===== src/rtl/drlp_pkg.sv =====
// drlp_pkg
//   Shared definitions for the PE-array downstream stages.
//   Contents:
//     DATA_WIDTH_DEF  default output activation width
//     PSUM_WIDTH_DEF  default PE total-sum width (2*DATA_WIDTH_DEF+6)
//     ACC_WIDTH_DEF   default internal accumulator width
//     acc_state_e     accumulator FSM states (ST_ACC, ST_HOLD)
//     sat_max/sat_min signed saturation bounds for a given output width
package drlp_pkg;

  localparam int DATA_WIDTH_DEF = 8;
  localparam int PSUM_WIDTH_DEF = DATA_WIDTH_DEF * 2 + 6;
  localparam int ACC_WIDTH_DEF  = 32;

  typedef enum logic {
    ST_ACC  = 1'b0,
    ST_HOLD = 1'b1
  } acc_state_e;

  // Largest value representable in a w-bit two's complement word.
  function automatic longint sat_max(int w);
    return (longint'(1) <<< (w - 1)) - longint'(1);
  endfunction

  // Smallest value representable in a w-bit two's complement word.
  function automatic longint sat_min(int w);
    return -(longint'(1) <<< (w - 1));
  endfunction

endpackage


===== src/rtl/requant_sat.sv =====
// requant_sat
//   Purely combinational requantizer: round-half-up, arithmetic right
//   shift, saturation to DATA_WIDTH, and optional rectification.
//   Optional feature macro: PSUM_ACC_RELU_EN (negative results forced to 0).
//   Ports:
//     acc_in    signed accumulated sum (ACC_WIDTH)
//     shift_in  right-shift amount (SHIFT_WIDTH)
//     data_out  signed saturated result (DATA_WIDTH)
module requant_sat
  import drlp_pkg::*;
#(
  parameter int DATA_WIDTH  = DATA_WIDTH_DEF,
  parameter int ACC_WIDTH   = ACC_WIDTH_DEF,
  parameter int SHIFT_WIDTH = 5
) (
  input  logic signed [ACC_WIDTH-1:0]   acc_in,
  input  logic        [SHIFT_WIDTH-1:0] shift_in,
  output logic signed [DATA_WIDTH-1:0]  data_out
);

  localparam logic signed [ACC_WIDTH:0] SAT_HI = (ACC_WIDTH + 1)'(sat_max(DATA_WIDTH));
  localparam logic signed [ACC_WIDTH:0] SAT_LO = (ACC_WIDTH + 1)'(sat_min(DATA_WIDTH));

  logic signed [ACC_WIDTH:0]    x_ext;
  logic signed [ACC_WIDTH:0]    rounded;
  logic signed [ACC_WIDTH:0]    shifted;
  logic signed [DATA_WIDTH-1:0] clamped;

  // The rounding add uses one extra bit so a sum near the positive limit
  // cannot wrap before the shift.
  always_comb begin
    x_ext   = {acc_in[ACC_WIDTH-1], acc_in};
    rounded = x_ext;
    shifted = x_ext;
    if (shift_in != '0) begin
      rounded = x_ext + ((ACC_WIDTH + 1)'(1) << (shift_in - SHIFT_WIDTH'(1)));
      shifted = rounded >>> shift_in;
    end

    if (shifted > SAT_HI) begin
      clamped = SAT_HI[DATA_WIDTH-1:0];
    end else if (shifted < SAT_LO) begin
      clamped = SAT_LO[DATA_WIDTH-1:0];
    end else begin
      clamped = shifted[DATA_WIDTH-1:0];
    end

`ifdef PSUM_ACC_RELU_EN
    if (clamped[DATA_WIDTH-1]) begin
      clamped = '0;
    end
`endif

    data_out = clamped;
  end

endmodule


===== src/rtl/psum_accumulator.sv =====
// psum_accumulator
//   Accumulates signed PE total sums over cfg_num_pass passes, then
//   requantizes (round, shift, saturate, optional ReLU) and presents the
//   result on a valid/ready output. Input is stalled while a result waits.
//   Optional feature macro: PSUM_ACC_RELU_EN (handled inside requant_sat).
//   Ports:
//     clk, rst_n               clock, asynchronous active-low reset
//     clear                    synchronous abort of partial group / pending output
//     cfg_num_pass, cfg_shift  group configuration, sampled on a group's first beat
//     in_valid/in_ready/in_psum   input beat handshake and data
//     out_valid/out_ready/out_data output result handshake and data
module psum_accumulator
  import drlp_pkg::*;
#(
  parameter int DATA_WIDTH  = DATA_WIDTH_DEF,
  parameter int PSUM_WIDTH  = DATA_WIDTH * 2 + 6,
  parameter int ACC_WIDTH   = ACC_WIDTH_DEF,
  parameter int PASS_WIDTH  = 8,
  parameter int SHIFT_WIDTH = 5
) (
  input  logic                          clk,
  input  logic                          rst_n,
  input  logic                          clear,
  input  logic        [PASS_WIDTH-1:0]  cfg_num_pass,
  input  logic        [SHIFT_WIDTH-1:0] cfg_shift,
  input  logic                          in_valid,
  output logic                          in_ready,
  input  logic signed [PSUM_WIDTH-1:0]  in_psum,
  output logic                          out_valid,
  input  logic                          out_ready,
  output logic signed [DATA_WIDTH-1:0]  out_data
);

  // The accumulator must hold the maximum pass count of full-scale sums.
  if (PSUM_WIDTH + PASS_WIDTH > ACC_WIDTH) begin : g_width_check
    $error("psum_accumulator: PSUM_WIDTH + PASS_WIDTH exceeds ACC_WIDTH");
  end

  acc_state_e state_q, state_d;

  logic        [PASS_WIDTH-1:0]  cnt_q, cnt_d;
  logic        [PASS_WIDTH-1:0]  num_q, num_d;
  logic        [SHIFT_WIDTH-1:0] shift_q, shift_d;
  logic signed [ACC_WIDTH-1:0]   acc_q, acc_d;
  logic signed [DATA_WIDTH-1:0]  out_data_q, out_data_d;

  logic                          first_beat;
  logic                          beat_accept;
  logic                          last_beat;
  logic        [PASS_WIDTH-1:0]  num_eff;
  logic        [SHIFT_WIDTH-1:0] shift_eff;
  logic signed [ACC_WIDTH-1:0]   psum_ext;
  logic signed [ACC_WIDTH-1:0]   sum;
  logic signed [DATA_WIDTH-1:0]  rq_data;

  // On a group's first beat the latched config is not yet updated, so the
  // live config inputs are used for that beat's decisions.
  always_comb begin
    first_beat  = (cnt_q == '0);
    beat_accept = (state_q == ST_ACC) && in_valid;
    num_eff     = num_q;
    shift_eff   = shift_q;
    if (first_beat) begin
      num_eff   = (cfg_num_pass == '0) ? PASS_WIDTH'(1) : cfg_num_pass;
      shift_eff = cfg_shift;
    end
    last_beat = (cnt_q == num_eff - PASS_WIDTH'(1));
    psum_ext  = {{(ACC_WIDTH - PSUM_WIDTH){in_psum[PSUM_WIDTH-1]}}, in_psum};
    sum       = (first_beat ? '0 : acc_q) + psum_ext;
  end

  requant_sat #(
    .DATA_WIDTH  (DATA_WIDTH),
    .ACC_WIDTH   (ACC_WIDTH),
    .SHIFT_WIDTH (SHIFT_WIDTH)
  ) u_requant_sat (
    .acc_in   (sum),
    .shift_in (shift_eff),
    .data_out (rq_data)
  );

  // State register.
  always_ff @(posedge clk or negedge rst_n) begin
    if (!rst_n) begin
      state_q <= ST_ACC;
    end else begin
      state_q <= state_d;
    end
  end

  // Next-state logic; clear overrides both a beat and a consumer handshake.
  always_comb begin
    state_d = state_q;
    if (clear) begin
      state_d = ST_ACC;
    end else begin
      case (state_q)
        ST_ACC:  if (in_valid && last_beat) state_d = ST_HOLD;
        ST_HOLD: if (out_ready)             state_d = ST_ACC;
        default: state_d = ST_ACC;
      endcase
    end
  end

  // Handshake outputs decode only the registered state.
  always_comb begin
    in_ready  = (state_q == ST_ACC);
    out_valid = (state_q == ST_HOLD);
  end

  // Datapath registers.
  always_ff @(posedge clk or negedge rst_n) begin
    if (!rst_n) begin
      cnt_q      <= '0;
      num_q      <= PASS_WIDTH'(1);
      shift_q    <= '0;
      acc_q      <= '0;
      out_data_q <= '0;
    end else begin
      cnt_q      <= cnt_d;
      num_q      <= num_d;
      shift_q    <= shift_d;
      acc_q      <= acc_d;
      out_data_q <= out_data_d;
    end
  end

  // Datapath next values. acc is left stale at the end of a group because
  // the next first beat ignores it.
  always_comb begin
    cnt_d      = cnt_q;
    num_d      = num_q;
    shift_d    = shift_q;
    acc_d      = acc_q;
    out_data_d = out_data_q;
    if (clear) begin
      cnt_d = '0;
    end else if (beat_accept) begin
      if (first_beat) begin
        num_d   = num_eff;
        shift_d = cfg_shift;
      end
      if (last_beat) begin
        out_data_d = rq_data;
        cnt_d      = '0;
      end else begin
        acc_d = sum;
        cnt_d = cnt_q + PASS_WIDTH'(1);
      end
    end
  end

  assign out_data = out_data_q;

endmodule


===== config.mk =====
export PLATFORM = sky130hd
export DESIGN_NAME = psum_accumulator
export DESIGN_NICKNAME = d
export VERILOG_FILES = /design/src/rtl/drlp_pkg.sv /design/src/rtl/requant_sat.sv /design/src/rtl/psum_accumulator.sv
export SDC_FILE = /design/constraint.sdc
export NUM_CORES = 1
export LEC_CHECK = 0
export BUFFER_PORTS_ARGS = -buffer_cell sky130_fd_sc_hd__buf_4
export CAP_MARGIN = 20
export CELL_PAD_IN_SITES_DETAIL_PLACEMENT = 1
export CELL_PAD_IN_SITES_GLOBAL_PLACEMENT = 1
export CORE_MARGIN = 2
export CORE_UTILIZATION = 47
export CTS_BUF_LIST = sky130_fd_sc_hd__clkbuf_8 sky130_fd_sc_hd__clkbuf_16
export DETAILED_ROUTE_END_ITERATION = 10
export PLACE_DENSITY = 0.82
export SETUP_SLACK_MARGIN = 0.2
export SLEW_MARGIN = 40
export SYNTH_ARGS = -nofsm -noshare
export SYNTH_HDL_FRONTEND = slang
export SYNTH_SLANG_ARGS = --single-unit
export TNS_END_PERCENT = 10

===== constraint.sdc =====
create_clock -name clk -period 9.2 [get_ports clk]
set_clock_uncertainty 0.2 [all_clocks]
set_input_delay 0.46 -clock clk [delete_from_list [all_inputs] [get_ports clk]]
set_output_delay 0.46 -clock clk [all_outputs]
set_load 0.01 [all_outputs]

==> results.sh <==
export IMPL_routed_wl_um=40700
export IMPL_worstMarginPinSlew_ns=0.850
export IMPL_ant_nets=0
export IMPL_finalWeightedCongestion=0.987
export IMPL_synth_top_cell_by_area="dfrtp_1"
export IMPL_yosys_top_cells_area="dfrtp_1 16%, ha_1 8.5%, nand2_1 6.1%"
export IMPL_area_growth_pct=11.4
export IMPL_rsz0062_at_grt="false"
export IMPL_synth_top_area_share_pct=15.7
export IMPL_numClockSinks=62
export IMPL_vdd_ir_drop_max_mv=0.124
export IMPL_power_density_nw_per_um2=294
export IMPL_ys_seq_area_share_pct=15.9
export IMPL_synthesis_nets=1445
export IMPL_max_freq_mhz=118
export IMPL_cp_slowest_stage_delay_ns=0.68
export IMPL_fin_crit_ns=8.49
export IMPL_max_cap_viol_count=0
export IMPL_synthesis_area_um2=9750
export IMPL_setup_viol_count_final=0
export IMPL_synthArstFlopShare_pct=100
export IMPL_path_buf_inv=3
export IMPL_rows=52
export IMPL_stdcell_area_um2=10900
export IMPL_ys_top_cells_by_count="158 x nand2_1, 147 x nor2_1, 110 x a21oi_1, 88 x o21ai_0, 66 x ha_1"
export IMPL_grt_ovfl_total=0
export IMPL_synth_edf_count=0
export IMPL_numCtsBuffers=9
export IMPL_n_antenna_cell=0
export IMPL_critPathLaunchType="flop"
export IMPL_synth_cell_types=91
export IMPL_clock_latency_ns=0.33
export IMPL_cp_end_kind="flop"
export IMPL_h_tree_depth=3
export IMPL_worstHoldStart="cfg_num_pass[4]"
export IMPL_slew_headroom_pct=42.6
export IMPL_num_io_pins=50
export IMPL_path_common_cell="ha_1"
export IMPL_wl_per_cell_um=25.0
export IMPL_cts_tree="built"
export IMPL_hp_class="primary input to flop"
export IMPL_status="completed"
export IMPL_clk_path_buf_depth=2
export IMPL_die_w_um=148
export IMPL_hold_viol_final=0
export IMPL_synth_flop_cell="dfrtp_1"
export IMPL_whs_endpoint="num_q[4]"
export IMPL_die_h_um=148
export IMPL_postCtsSetupRepairBufs=0
export IMPL_placed_area_um2=10400
export IMPL_synthCells=1337
export IMPL_grt_max_degree=63
export IMPL_yosysWarningCount=0
export IMPL_fp_dieArea_um2=21900
export IMPL_drv_slew=0
export IMPL_drive_gt1_share_pct=15.2
export IMPL_grt_pass1_vias=11000
export IMPL_period_share_pct=92.3
export IMPL_vias_per_cell=6.84
export IMPL_drc_errors=0
export IMPL_hold_depth=2
export IMPL_detail_route_iter0_violations=1033
export IMPL_core_area_um2=20300
export IMPL_reg2reg_to="out_data[4]"
export IMPL_antenna_found_initial=0
export IMPL_grt_pass1_wl_um=62700
export IMPL_root_buffer="clkbuf_16"
export IMPL_r2r_cells=29
export IMPL_cp_max_fo=35
export IMPL_clk_pin_slew_ns=0.06
export IMPL_hpwlAfterDp_um=31500
export IMPL_grt_usage_pct=36.3
export IMPL_nNetsFinal=1461
export IMPL_leakagePower_nw=4.59
export IMPL_syn_avg_cell_area_um2=7.29
export IMPL_cp_slowest_cell="a41oi_1"
export IMPL_initial_utilization_pct=48.0
export IMPL_post_synth_top_count_cell="nand2_1"
export IMPL_required_ns=9.25
export IMPL_dr_total_vias=11100
export IMPL_critPathTopFamily="compound AO/OA/AOI/OAI gates"
export IMPL_firstDrtPassIters=5
export IMPL_io_buffer_count=49
export IMPL_r2r_start="cnt_q[0]"
export IMPL_cp_arrival_ns=8.55
export IMPL_ys_ff_latch=62
export IMPL_fin_setup_tns_ns=0
export IMPL_rrSetupSlack_ns=0.71
export IMPL_critical_path_class="flop to flop"
==> sequential cells by signal, indices dropped and copies added, names as in the netlist <==
register   count
acc_q         32
cnt_q          8
num_q          8
out_data       8
shift_q        5
out_valid      1
==> placed cells by master (no fill, tap or decap), types with 19 or more instances in the layout <==
| master | n |
|---|---|
| a211oi_1 | 23 |
| a21o_1 | 24 |
| a21oi_1 | 104 |
| and2_1 | 40 |
| buf_4 | 80 |
| dfrtp_1 | 61 |
| ha_1 | 61 |
| inv_1 | 27 |
| mux2_2 | 47 |
| mux2i_1 | 27 |
| nand2_1 | 157 |
| nand3_1 | 40 |
| nand4_1 | 23 |
| nor2_1 | 145 |
| nor3_1 | 25 |
| o211ai_1 | 35 |
| o21a_1 | 19 |
| o21ai_0 | 84 |
| xnor2_1 | 32 |
| xor2_1 | 29 |
==> metal layers <==
layer | global-route usage, % | routed length [um] | vias to the layer above | share of wire, %
met5 | 0 | 0 | - | 0
met3 | 8.24 | 3500 | 112 | 8.6
li1 | - | - | 5020 | -
met1 | 48.8 | 17400 | 5488 | 43
met4 | 12.5 | 1630 | 0 | 4.0
met2 | 57.6 | 18200 | 522 | 45
==> worst register-to-register path: cells and delay by family (launching register included) <==
kind                       cells  cell delay (ns)
DFF                            1             0.48
and+or+nand+nor               12             2.82
AOI/OAI and AO/OA             10             3.06
buffers and inverters          3             0.57
adders and majority gates      3             0.89
xor gates and xnor gates       1             0.39
==> where the power goes <==
| group | internal (mW) | total, mW | switching [mW] |
|---|---|---|---|
| clock network | 0.188 | 0.321 | 0.133 |
| logic | 0.850 | 2.45 | 1.60 |
| registers | 0.368 | 0.425 | 0.0578 |
==> logic make-up (layout without fill, tap and decap cells) <==
logic type	Yosys count	count (layout)	synth area share (%)
xor+xnor	69	69	6.47
simple gates	508	508	24.5
buf+inv	105	126	4.65
fa+ha+maj	68	68	8.88
compound gates	447	447	31.0
flops	62	62	15.9
mux	78	78	8.61
==> what timing repair did <==
| action | in CTS | in global routing |
|---|---|---|
| hold buffers | 0 | 1 |
| pin swaps | 0 | 2 |
| endpoints found under the setup margin | 7 | 7 |
| hold endpoints to repair | 0 | 61 |
| gates resized for setup | 2 | 37 |
==> final cells by class <==
| type | count | area, um^2 |
|---|---|---|
| Tap cell | 270 | 338 |
| Clock buffer | 10 | 239 |
| Clock inverter | 6 | 37.5 |
| Sequential cell | 62 | 1550 |
| Fill cell | 2620 | 9440 |
| Multi-Input combinational cell | 1170 | 7960 |
| Inverter | 27 | 101 |
| Timing Repair Buffer | 83 | 633 |
==> worst max path at each step <==
| stage | end | start | slack, ns | depth (start not counted) |
|---|---|---|---|---|
| after floorplan | out_data[4] | cnt_q[0] | 1.46 | 36 |
| after global placement | out_data[1] | cnt_q[0] | 0.43 | 30 |
| after detailed placement | out_data[4] | cnt_q[0] | 0.19 | 30 |
| after CTS | out_data[4] | cnt_q[0] | 0.21 | 30 |
| after global routing | out_data[4] | cnt_q[0] | 0.21 | 29 |
| final | out_data[4] | cnt_q[0] | 0.71 | 29 |
==> through the flow <==
| step | hold WS (ns) | std cells | power [mW] | utilization, % | setup WS [ns] |
|---|---|---|---|---|---|
| after floorplan | -0.0356 | 1337 | 2.01 | - | 1.46 |
| after global placement | 0.257 | 1611 | 2.68 | 51.1 | 0.426 |
| after detailed placement | 0.267 | 1611 | 2.72 | 51.2 | 0.194 |
| after CTS | 0.0652 | 1627 | 3.07 | 52.6 | 0.207 |
| after global routing | 0.182 | 1628 | 3.39 | 53.5 | 0.208 |
| final | 0.186 | 1628 | 3.19 | 53.5 | 0.708 |
Power figures use the tool's default switching activity.
